File: config.mk
export PLATFORM = sky130hd
export DESIGN_NAME = key_debounce
export DESIGN_NICKNAME = d
export VERILOG_FILES = /design/src/rtl/key_debounce.sv
export SDC_FILE = /design/constraint.sdc
export NUM_CORES = 1
export LEC_CHECK = 0
export CAP_MARGIN = 25
export CORE_ASPECT_RATIO = 0.8
export CORE_MARGIN = 1.5
export CORE_UTILIZATION = 35
export CTS_CLUSTER_DIAMETER = 120
export CTS_CLUSTER_SIZE = 10
export DETAILED_ROUTE_END_ITERATION = 8
export PLACE_DENSITY_LB_ADDON = 0.08
export SLEW_MARGIN = 20
export SYNTH_ARGS = -nofsm -noshare
export SYNTH_HDL_FRONTEND = slang
export SYNTH_SLANG_ARGS = --single-unit
File: constraint.sdc
create_clock -name clk -period 2.35 [get_ports clk]
set_input_delay 0.3525 -clock clk [delete_from_list [all_inputs] [get_ports clk]]
set_output_delay 0.3525 -clock clk [all_outputs]
set_load 0.02 [all_outputs]
File: src/rtl/key_debounce.sv
// Counter-based debounce and event detector for a synchronized slow input.
// Produces a debounced level, one-cycle press/release/long-press pulses and
// a wrap-around press counter.
module key_debounce #(
  parameter int unsigned DB_CYCLES   = 1000000,
  parameter int unsigned LONG_CYCLES = 50000000,
  parameter bit          ACTIVE_LOW  = 1'b1,
  parameter int unsigned CNT_W       = 8
) (
  input  logic             clk,
  input  logic             rst,
  input  logic             din,
  input  logic             clr_cnt,
  output logic             key_level,
  output logic             press_pulse,
  output logic             release_pulse,
  output logic             long_pulse,
  output logic [CNT_W-1:0] press_cnt
);

  localparam int unsigned DB_W   = $clog2(DB_CYCLES);
  localparam int unsigned HOLD_W = $clog2(LONG_CYCLES);

  localparam logic [DB_W-1:0]   DB_MAX   = DB_W'(DB_CYCLES - 1);
  localparam logic [HOLD_W-1:0] HOLD_MAX = HOLD_W'(LONG_CYCLES - 1);

  typedef enum logic [1:0] {
    ST_IDLE,
    ST_PRESS_WAIT,
    ST_PRESSED,
    ST_RELEASE_WAIT
  } state_t;

  state_t             state_q, state_d;
  logic [DB_W-1:0]    cnt_q, cnt_d;
  logic [HOLD_W-1:0]  hcnt_q, hcnt_d;
  logic               long_done_q, long_done_d;
  logic               key_level_q, key_level_d;
  logic               press_pulse_q, press_pulse_d;
  logic               release_pulse_q, release_pulse_d;
  logic               long_pulse_q, long_pulse_d;
  logic [CNT_W-1:0]   press_cnt_q, press_cnt_d;

  logic               act_c;
  logic [HOLD_W-1:0]  hcnt_inc_c;
  logic [CNT_W-1:0]   cnt_base_c;

  // Normalize polarity: act=1 means the key is pressed.
  assign act_c      = din ^ ACTIVE_LOW;
  assign hcnt_inc_c = hcnt_q + HOLD_W'(1);

  // Next-state, debounce/hold counters and pulse generation.
  always_comb begin
    state_d         = state_q;
    cnt_d           = cnt_q;
    hcnt_d          = hcnt_q;
    long_done_d     = long_done_q;
    key_level_d     = key_level_q;
    press_pulse_d   = 1'b0;
    release_pulse_d = 1'b0;
    long_pulse_d    = 1'b0;

    case (state_q)
      ST_IDLE: begin
        key_level_d = 1'b0;
        if (act_c) begin
          state_d = ST_PRESS_WAIT;
          cnt_d   = DB_W'(1);
        end else begin
          cnt_d = '0;
        end
      end

      ST_PRESS_WAIT: begin
        if (!act_c) begin
          // Bounce: throw the partial window away.
          state_d = ST_IDLE;
          cnt_d   = '0;
        end else if (cnt_q == DB_MAX) begin
          state_d       = ST_PRESSED;
          cnt_d         = '0;
          key_level_d   = 1'b1;
          press_pulse_d = 1'b1;
          hcnt_d        = '0;
          long_done_d   = 1'b0;
        end else begin
          cnt_d = cnt_q + DB_W'(1);
        end
      end

      ST_PRESSED: begin
        if (!act_c) begin
          state_d = ST_RELEASE_WAIT;
          cnt_d   = DB_W'(1);
        end else begin
          cnt_d = '0;
          if (hcnt_q != HOLD_MAX) begin
            hcnt_d = hcnt_inc_c;
            // Fire once, on the edge the saturation value is reached.
            if ((hcnt_inc_c == HOLD_MAX) && !long_done_q) begin
              long_pulse_d = 1'b1;
              long_done_d  = 1'b1;
            end
          end
        end
      end

      ST_RELEASE_WAIT: begin
        if (act_c) begin
          // Release bounce: hold progress and long_done are kept.
          state_d = ST_PRESSED;
          cnt_d   = '0;
        end else if (cnt_q == DB_MAX) begin
          state_d         = ST_IDLE;
          cnt_d           = '0;
          key_level_d     = 1'b0;
          release_pulse_d = 1'b1;
        end else begin
          cnt_d = cnt_q + DB_W'(1);
        end
      end

      default: begin
        state_d = ST_IDLE;
        cnt_d   = '0;
      end
    endcase
  end

  // Press counter: clear takes priority over the old value, not over the increment.
  always_comb begin
    cnt_base_c  = clr_cnt ? '0 : press_cnt_q;
    press_cnt_d = press_pulse_d ? (cnt_base_c + CNT_W'(1)) : cnt_base_c;
  end

  // State and output registers.
  always_ff @(posedge clk or posedge rst) begin
    if (rst) begin
      state_q         <= ST_IDLE;
      cnt_q           <= '0;
      hcnt_q          <= '0;
      long_done_q     <= 1'b0;
      key_level_q     <= 1'b0;
      press_pulse_q   <= 1'b0;
      release_pulse_q <= 1'b0;
      long_pulse_q    <= 1'b0;
      press_cnt_q     <= '0;
    end else begin
      state_q         <= state_d;
      cnt_q           <= cnt_d;
      hcnt_q          <= hcnt_d;
      long_done_q     <= long_done_d;
      key_level_q     <= key_level_d;
      press_pulse_q   <= press_pulse_d;
      release_pulse_q <= release_pulse_d;
      long_pulse_q    <= long_pulse_d;
      press_cnt_q     <= press_cnt_d;
    end
  end

  assign key_level     = key_level_q;
  assign press_pulse   = press_pulse_q;
  assign release_pulse = release_pulse_q;
  assign long_pulse    = long_pulse_q;
  assign press_cnt     = press_cnt_q;

endmodule

==> results by group, run 1 <==
Die
  – Die Footprint: 0.0108 sq mm
  – Area of the core: 0.00977 sq mm
  – Initial core utilization: 36.4%
  – Die Wd: 116 um
  – Cell Rows: 32
  – I/O Pins: 16
  – Die Span Y: 93.1 um

Setup path
  – Startpoint Class: flop
  – Critical path fanouts, max: 8
  – Worst Path Class, Setup: flop to flop
  – Arrival @ worst endpoint: 2540 ps
  – Worst EP required: 2570 ps
  – Worst setup EP type: flop

Clocking
  – Sink Count: 61
  – H-tree depth: 3
  – Hold Buf Count CTS: 0
  – Clk slew on worst S/H paths: 60 ps
  – Root Buffer: clkbuf_16
  – Worst skew pair latency: 330 ps
  – Max clock buf depth: 2
  – CTS buffer count: 9
  – CTS tree: done

Logic synthesis
  – Yosys cell types: 51
  – Syn_nets: 412
  – Seq/Total Area, Yosys: 43.0%
  – Synth Instances: 404
  – Cell with the most instances after synthesis: dfrtp_1
  – Commonest cells post-synth: dfrtp_1 (61), nor2_1 (55), o21ai_0 (30), nand2_1 (28), nand3_1 (18)
  – Post-synthesis register bit count: 61
  – Dominant synthesized flop cell: dfrtp_1
  – Number of synthesized flops with an enable pin: 0
  – Ranking of synthesized cells by area: dfrtp_1 (43%), nor2_1 (5.8%), o21ai_0 (4.2%), xnor2_1 (4.2%), xor2_1 (3.7%)
  – Avg Inst Size Synth: 8.79 sq um
  – Ys async rst share: 100%
  – Synth warn: 0
  – Mapped cell area: 0.00355 sq mm
  – Yosys top cell area share: 43.0%
  – Synth area leader: dfrtp_1

Detailed routing
  – Initial DRC Count: 182
  – Total wire length: 9540 um
  – WL per Instance: 15.9 um
  – First-pass detailed-route iteration total: 4
  – DRC viols: 0
  – Antenna viol nets, final: 0
  – Vias per inst: 5.30
  – Vias: 3177

Timing
  – Crit path time final: 2320 ps
  – TNS Setup: 0 ps
  – Slew Viols, Final: 0
  – Worst-margin pin slew: 506 ps
  – WHS: 323 ps
  – Max-Slew Margin vs Limit: 66.0%
  – Fmax: 431 MHz
  – Final Hold Vio Count: 0
  – Fin crit share: 98.7%
  – Worst clock skew: 6.80 ps
  – Final setup fails: 0
  – RSZ-0062 raised after global routing: true

Power
  – Pwr Density: 578 mW/mm^2
  – Leakage: 0.00185 uW
  – Maximum vdd ir drop: 0.399 mV

Global routing
  – Largest net degree at the start of global routing: 47
  – Total gr overflow: 0
  – Number of global-route vias before repair: 2889
  – Initial antenna violation count: 0
  – First-pass GRT wire length: 14800 um
  – GRT Resource Usage Total: 17.9%

Finish
  – Antenna Diode Count: 0
  – Share of layout cells above drive strength 1: 22.9%
  – FILL cells: 952
  – Nets: 466
  – Layout area overhead: 30.6%

Run status
  – Status: finished clean

Job
  – Max cap viols: 0

Placed design
  – Hpwl dp: 6200 um
  – RD Place Congestion: 0.797
  – Port buffer count: 15

Hold path
  – Hold Path Class: input port to async pin
==> worst paths after layout <==
| check | start | cells after the start | endpoint | slack (ps) |
|---|---|---|---|---|
| hold reg to reg | press_cnt[7] | 2 | press_cnt[7] | 540 |
| hold / removal | rst | 2 | hcnt_q[3] | 320 |
| setup reg to reg | hcnt_q[1] | 9 | hcnt_q[2] | 30 |
| min in group clk | press_cnt[7] | 2 | press_cnt[7] | 540 |
| max in group asynchronous | rst | 3 | hcnt_q[6] | 1430 |
| setup / recovery | hcnt_q[1] | 9 | hcnt_q[2] | 30 |
==> stage by stage <==
stage          util, %  cells  cell area [sq um]  total power, uW  worst slack, ps
6_report          47.5    599               4640             2680             30.9
5_1_grt           47.5    599               4640             2790            -57.4
4_1_cts           45.3    590               4420             2670             33.5
3_5_place_dp      42.1    574               4120             1340             -113
3_3_place_gp      42.1    574               4120             1330             -136
2_1_floorplan        -    404               3550             1250             45.5
==> routing by layer <==
metal | wire [um] | global-route usage [%] | share of wire [%] | vias up
li1 | - | - | - | 1560
met1 | 4830 | 26.7 | 51 | 1527
met2 | 4040 | 24.6 | 42 | 83
met3 | 581 | 4.60 | 6.1 | 7
met4 | 93 | 6.61 | 0.97 | 0
met5 | 0 | 0 | 0 | -
==> layout make-up <==
cell class              count  area (sq um)  area share (%)
clock inverters             4          47.5            1.02
inverters                  10          37.5           0.809
well taps                 136           170            3.67
repair buffers             66           579            12.5
clock buffers              12           246            5.31
flip-flops and latches     61          1530            33.0
multi-input cells         310          2030            43.7
==> where the power goes <==
| group | internal, uW | leakage (uW) | switching, uW | total (uW) |
|---|---|---|---|---|
| clock | 846 | 0.000143 | 477 | 1320 |
| combinational | 105 | 0.000875 | 139 | 245 |
| sequential | 1080 | 0.000828 | 35.5 | 1110 |
| total | 2030 | 0.00185 | 652 | 2680 |
==> repair_timing <==
action | 4_1_cts | 5_1_grt
setup buffers | 0 | 5
pin swaps | 0 | 14
setup endpoints to repair | 26 | 28
cloned | 0 | 4
gates resized for setup | 2 | 48
==> registers in the layout (all words and copies together) (netlist names), named ones only <==
signal,cells
cnt_q,20
hcnt_q,26
key_level,1
long_done_q,1
long_pulse,1
press_cnt,8
press_pulse,1
release_pulse,1
state_q,1
==> cells by family (layout without fill, tap and decap cells) <==
kind of cell	count (synthesis)	count (layout)	synth area share (%)
adder cells (fa/ha/maj)	4	4	1.41
multiplexers	1	1	0.317
AO/OA/AOI/OAI	79	82	14.0
XOR/XNOR	32	32	7.89
buffers and inverters	36	92	4.54
flip-flops	61	61	43.0
AND/OR/NAND/NOR	191	191	28.8
==> critical path: stages, from the launching register on <==
cell	delay, ps
dfrtp_1	410
ha_1	220
nand3_2	120
or4_1	650
o21ai_4	260
buf_6	200
buf_12	110
nor2_1	40
o21ai_2	110
o21ai_0	80
==> cell usage in the layout, fill, tap and decap left out, drive strengths merged, types with 7 or more instances in the layout <==
cell            n
nand3          19
o21ai          39
o31ai          12
a21oi           7
buf            51
nand4          15
nor2           55
or4             7
dfrtp          61
clkbuf         12
nor3            9
nor2b           8
xnor2          17
nand2          28
xor2           15
inv            10
and2            9
clkdlybuf4s50  15
(Power assumes the default switching activity.)
==> run 2, diff against run 1 <==
--- a/config.mk
+++ b/config.mk
@@ -10,9 +10,10 @@
 export CORE_MARGIN = 1.5
 export CORE_UTILIZATION = 35
 export CTS_CLUSTER_DIAMETER = 120
-export CTS_CLUSTER_SIZE = 10
+export CTS_CLUSTER_SIZE = 8
 export DETAILED_ROUTE_END_ITERATION = 8
 export PLACE_DENSITY_LB_ADDON = 0.08
+export SETUP_SLACK_MARGIN = 0.5
 export SLEW_MARGIN = 20
 export SYNTH_ARGS = -nofsm -noshare
 export SYNTH_HDL_FRONTEND = slang
==> run 2 against run 1 <==
Compared with the run above: combinational power grew 47%; critical path depth shrank 3; core utilization grew 5.3 points; global-route usage grew 2.6 points; via count grew 4.6%; count of clock-buffer cells in the layout shrank 2; critical path type unchanged; largest power group unchanged; highest routed layer unchanged.
==> results by group, run 2 (same netlist as run 1, synthesis figures left out) <==
Timing
  – Crit path time final: 2250 ps (-70.0 ps)
  – Fmax: 445 MHz (+3.1%)
  – Fin crit share: 95.7% (-3.0 points)
  – Max-Slew Margin vs Limit: 58.7% (-7.3 points)
  – Final setup fails: 0 (unchanged)
  – WHS: 440 ps (+117 ps)
  – Final Hold Vio Count: 0 (unchanged)
  – TNS Setup: 0 ps (unchanged)
  – Worst-margin pin slew: 616 ps (+110 ps)
  – Slew Viols, Final: 0 (unchanged)
  – RSZ-0062 raised after global routing: true
  – Worst clock skew: 3.86 ps (-2.94 ps)

Detailed routing
  – Total wire length: 10600 um (+11%)
  – Vias per inst: 5.37 (+1.2%)
  – WL per Instance: 17.1 um (+7.4%)
  – Vias: 3323 (+4.6%)
  – Initial DRC Count: 201 (+10%)
  – Antenna viol nets, final: 0 (unchanged)
  – First-pass detailed-route iteration total: 5 (+1)
  – DRC viols: 0 (unchanged)

Placed design
  – RD Place Congestion: 0.833 (+4.6%)
  – Port buffer count: 15 (unchanged)
  – Hpwl dp: 6200 um (about the same)
  – Placed cell count: 560 (-2.4%)

Power
  – Net Sw Frac: 24.3% (-0.039 points)
  – Pint: 2220 uW (+9.4%)
  – Maximum vdd ir drop: 0.282 mV (-29%)
  – Psw: 712 uW (+9.2%)
  – Sequential share of power: 38.4% (-3.1 points)
  – Leakage: 0.00202 uW (+9.3%)
  – Pwr Density: 568 mW/mm^2 (-1.6%)
  – Combinational Power Share: 12.3% (+3.2 points)
  – Clock Power Share: 49.3% (about the same)
  – Power consumption: 2930 uW (+9.4%)

Finish
  – Most frequent cells in the layout: buf_4 (51), dfrtp_1 (48), nor2_1 (40)
  – Biggest register: hcnt_q
  – Share of layout cells above drive strength 1: 38.3% (+15 points)
  – Number of flip-flops in the largest register: 26 (unchanged)
  – Commonest non-fill, non-tap cell in the layout: buf_4
  – Antenna Diode Count: 0 (unchanged)
  – Layout area overhead: 45.2%
  – Layout Cells excl Fill: 619 (+3.3%)
  – Nets: 486 (+4.3%)

Clocking
  – Sink Count: 61 (unchanged)
  – Clk slew on worst S/H paths: 50 ps (about the same)
  – H-tree depth: 3 (unchanged)
  – CTS buffer count: 9 (unchanged)
  – Max clock buf depth: 2 (unchanged)
  – CTS tree: done
  – Root Buffer: clkbuf_16
  – Worst skew pair latency: 330 ps (about the same)

Die
  – Cell Rows: 32 (unchanged)
  – I/O Pins: 16 (unchanged)
  – Die Span Y: 93.1 um (unchanged)
  – Area of the core: 0.00977 sq mm (unchanged)
  – Die Footprint: 0.0108 sq mm (unchanged)
  – Initial core utilization: 36.4% (unchanged)
  – Die Wd: 116 um (unchanged)

Setup path
  – Worst r2r dst: hcnt_q[6]
  – Worst EP required: 2550 ps (-20 ps)
  – Worst Path Class, Setup: flop to flop
  – Worst setup EP type: flop
  – Reg2reg start: cnt_q[11]
  – Startpoint Class: flop
  – R2R Setup Slk: 100 ps (+70 ps)
  – R2r worst-path depth: 6 (-3)
  – Crit path cell chain: nor4_4 -> nand4_1 -> or4_4 -> a21o_4 -> o21ai_2 -> o41ai_2
  – Critical path fanouts, max: 7 (-1)
  – Max stage delay cell, worst path: or4_4
  – Critical Path Max Stage Delay: 640 ps (about the same)
  – Arrival @ worst endpoint: 2450 ps (-90 ps)

Global routing
  – GRT Resource Usage Total: 20.5% (+2.6 points)
  – Total gr overflow: 0 (unchanged)
  – Initial antenna violation count: 0 (unchanged)
  – Largest net degree at the start of global routing: 27 (-43%)
  – Number of global-route vias before repair: 3211 (+11%)
  – First-pass GRT wire length: 16900 um (+14%)

Run status
  – Status: finished clean

Hold path
  – Hold Path Class: input port to async pin

Job
  – Max cap viols: 0 (unchanged)
-- run 2: how the worst max path moves through the flow --
stage | start | end | cells after the start
after floorplan | hcnt_q[4] | long_done_q | 7
after global placement | cnt_q[0] | hcnt_q[23] | 7
after detailed placement | cnt_q[0] | hcnt_q[24] | 7
after CTS | cnt_q[15] | hcnt_q[2] | 6
after global routing | cnt_q[11] | hcnt_q[6] | 6
final | cnt_q[11] | hcnt_q[6] | 6
-- run 2: worst max-delay path, delay by kind of cell, from the launching register on --
family             cells  cell delay [ps]
and+or+nand+nor        3             1140
AOI/OAI and AO/OA      3              560
DFF                    1              420
-- run 2: what timing repair did --
item | CTS | global route
setup endpoints to repair | 54 | 61
gates resized for setup | 44 | 70
buffers inserted | 18 | 15
hold buffers | 0 | 0
gates cloned | 8 | 2
pin swaps | 13 | 43
-- run 2: per-layer routing --
layer	part of all wire (%)	track usage (%)
met1	49	29.8
met2	45	30.5
met3	5.3	4.80
met4	1.1	5.08
met5	0	0
-- run 2: area by class of cell --
type                    instances  area, sq um
clock buffers                  10          239
multi-input cells             313         2300
flip-flops and latches         61         1540
well taps                     136          170
fillers                       933         4610
repair buffers                 83          779
clock inverters                 6         86.3
inverters                      10         41.3
-- run 2: through the flow --
| stage | cell area [sq um] | setup slack (ps) | util, % |
|---|---|---|---|
| 6_report | 5160 | 101 | 52.8 |
| 5_1_grt | 5160 | 12.6 | 52.8 |
| 3_3_place_gp | 4060 | 0.590 | 41.5 |
| 4_1_cts | 4770 | 200 | 48.8 |
| 3_5_place_dp | 4060 | 12.4 | 41.5 |
| 2_1_floorplan | 3640 | 239 | - |
-- run 2: power by group through the flow --
stage / registers (uW) / logic (uW) / clock network [uW]
final: 1130 / 360 / 1450
after CTS: 1120 / 259 / 1480
after floorplan: 1130 / 154 / 0
after global routing: 1130 / 395 / 1520
after detailed placement: 1140 / 207 / 0
after global placement: 1140 / 205 / 0
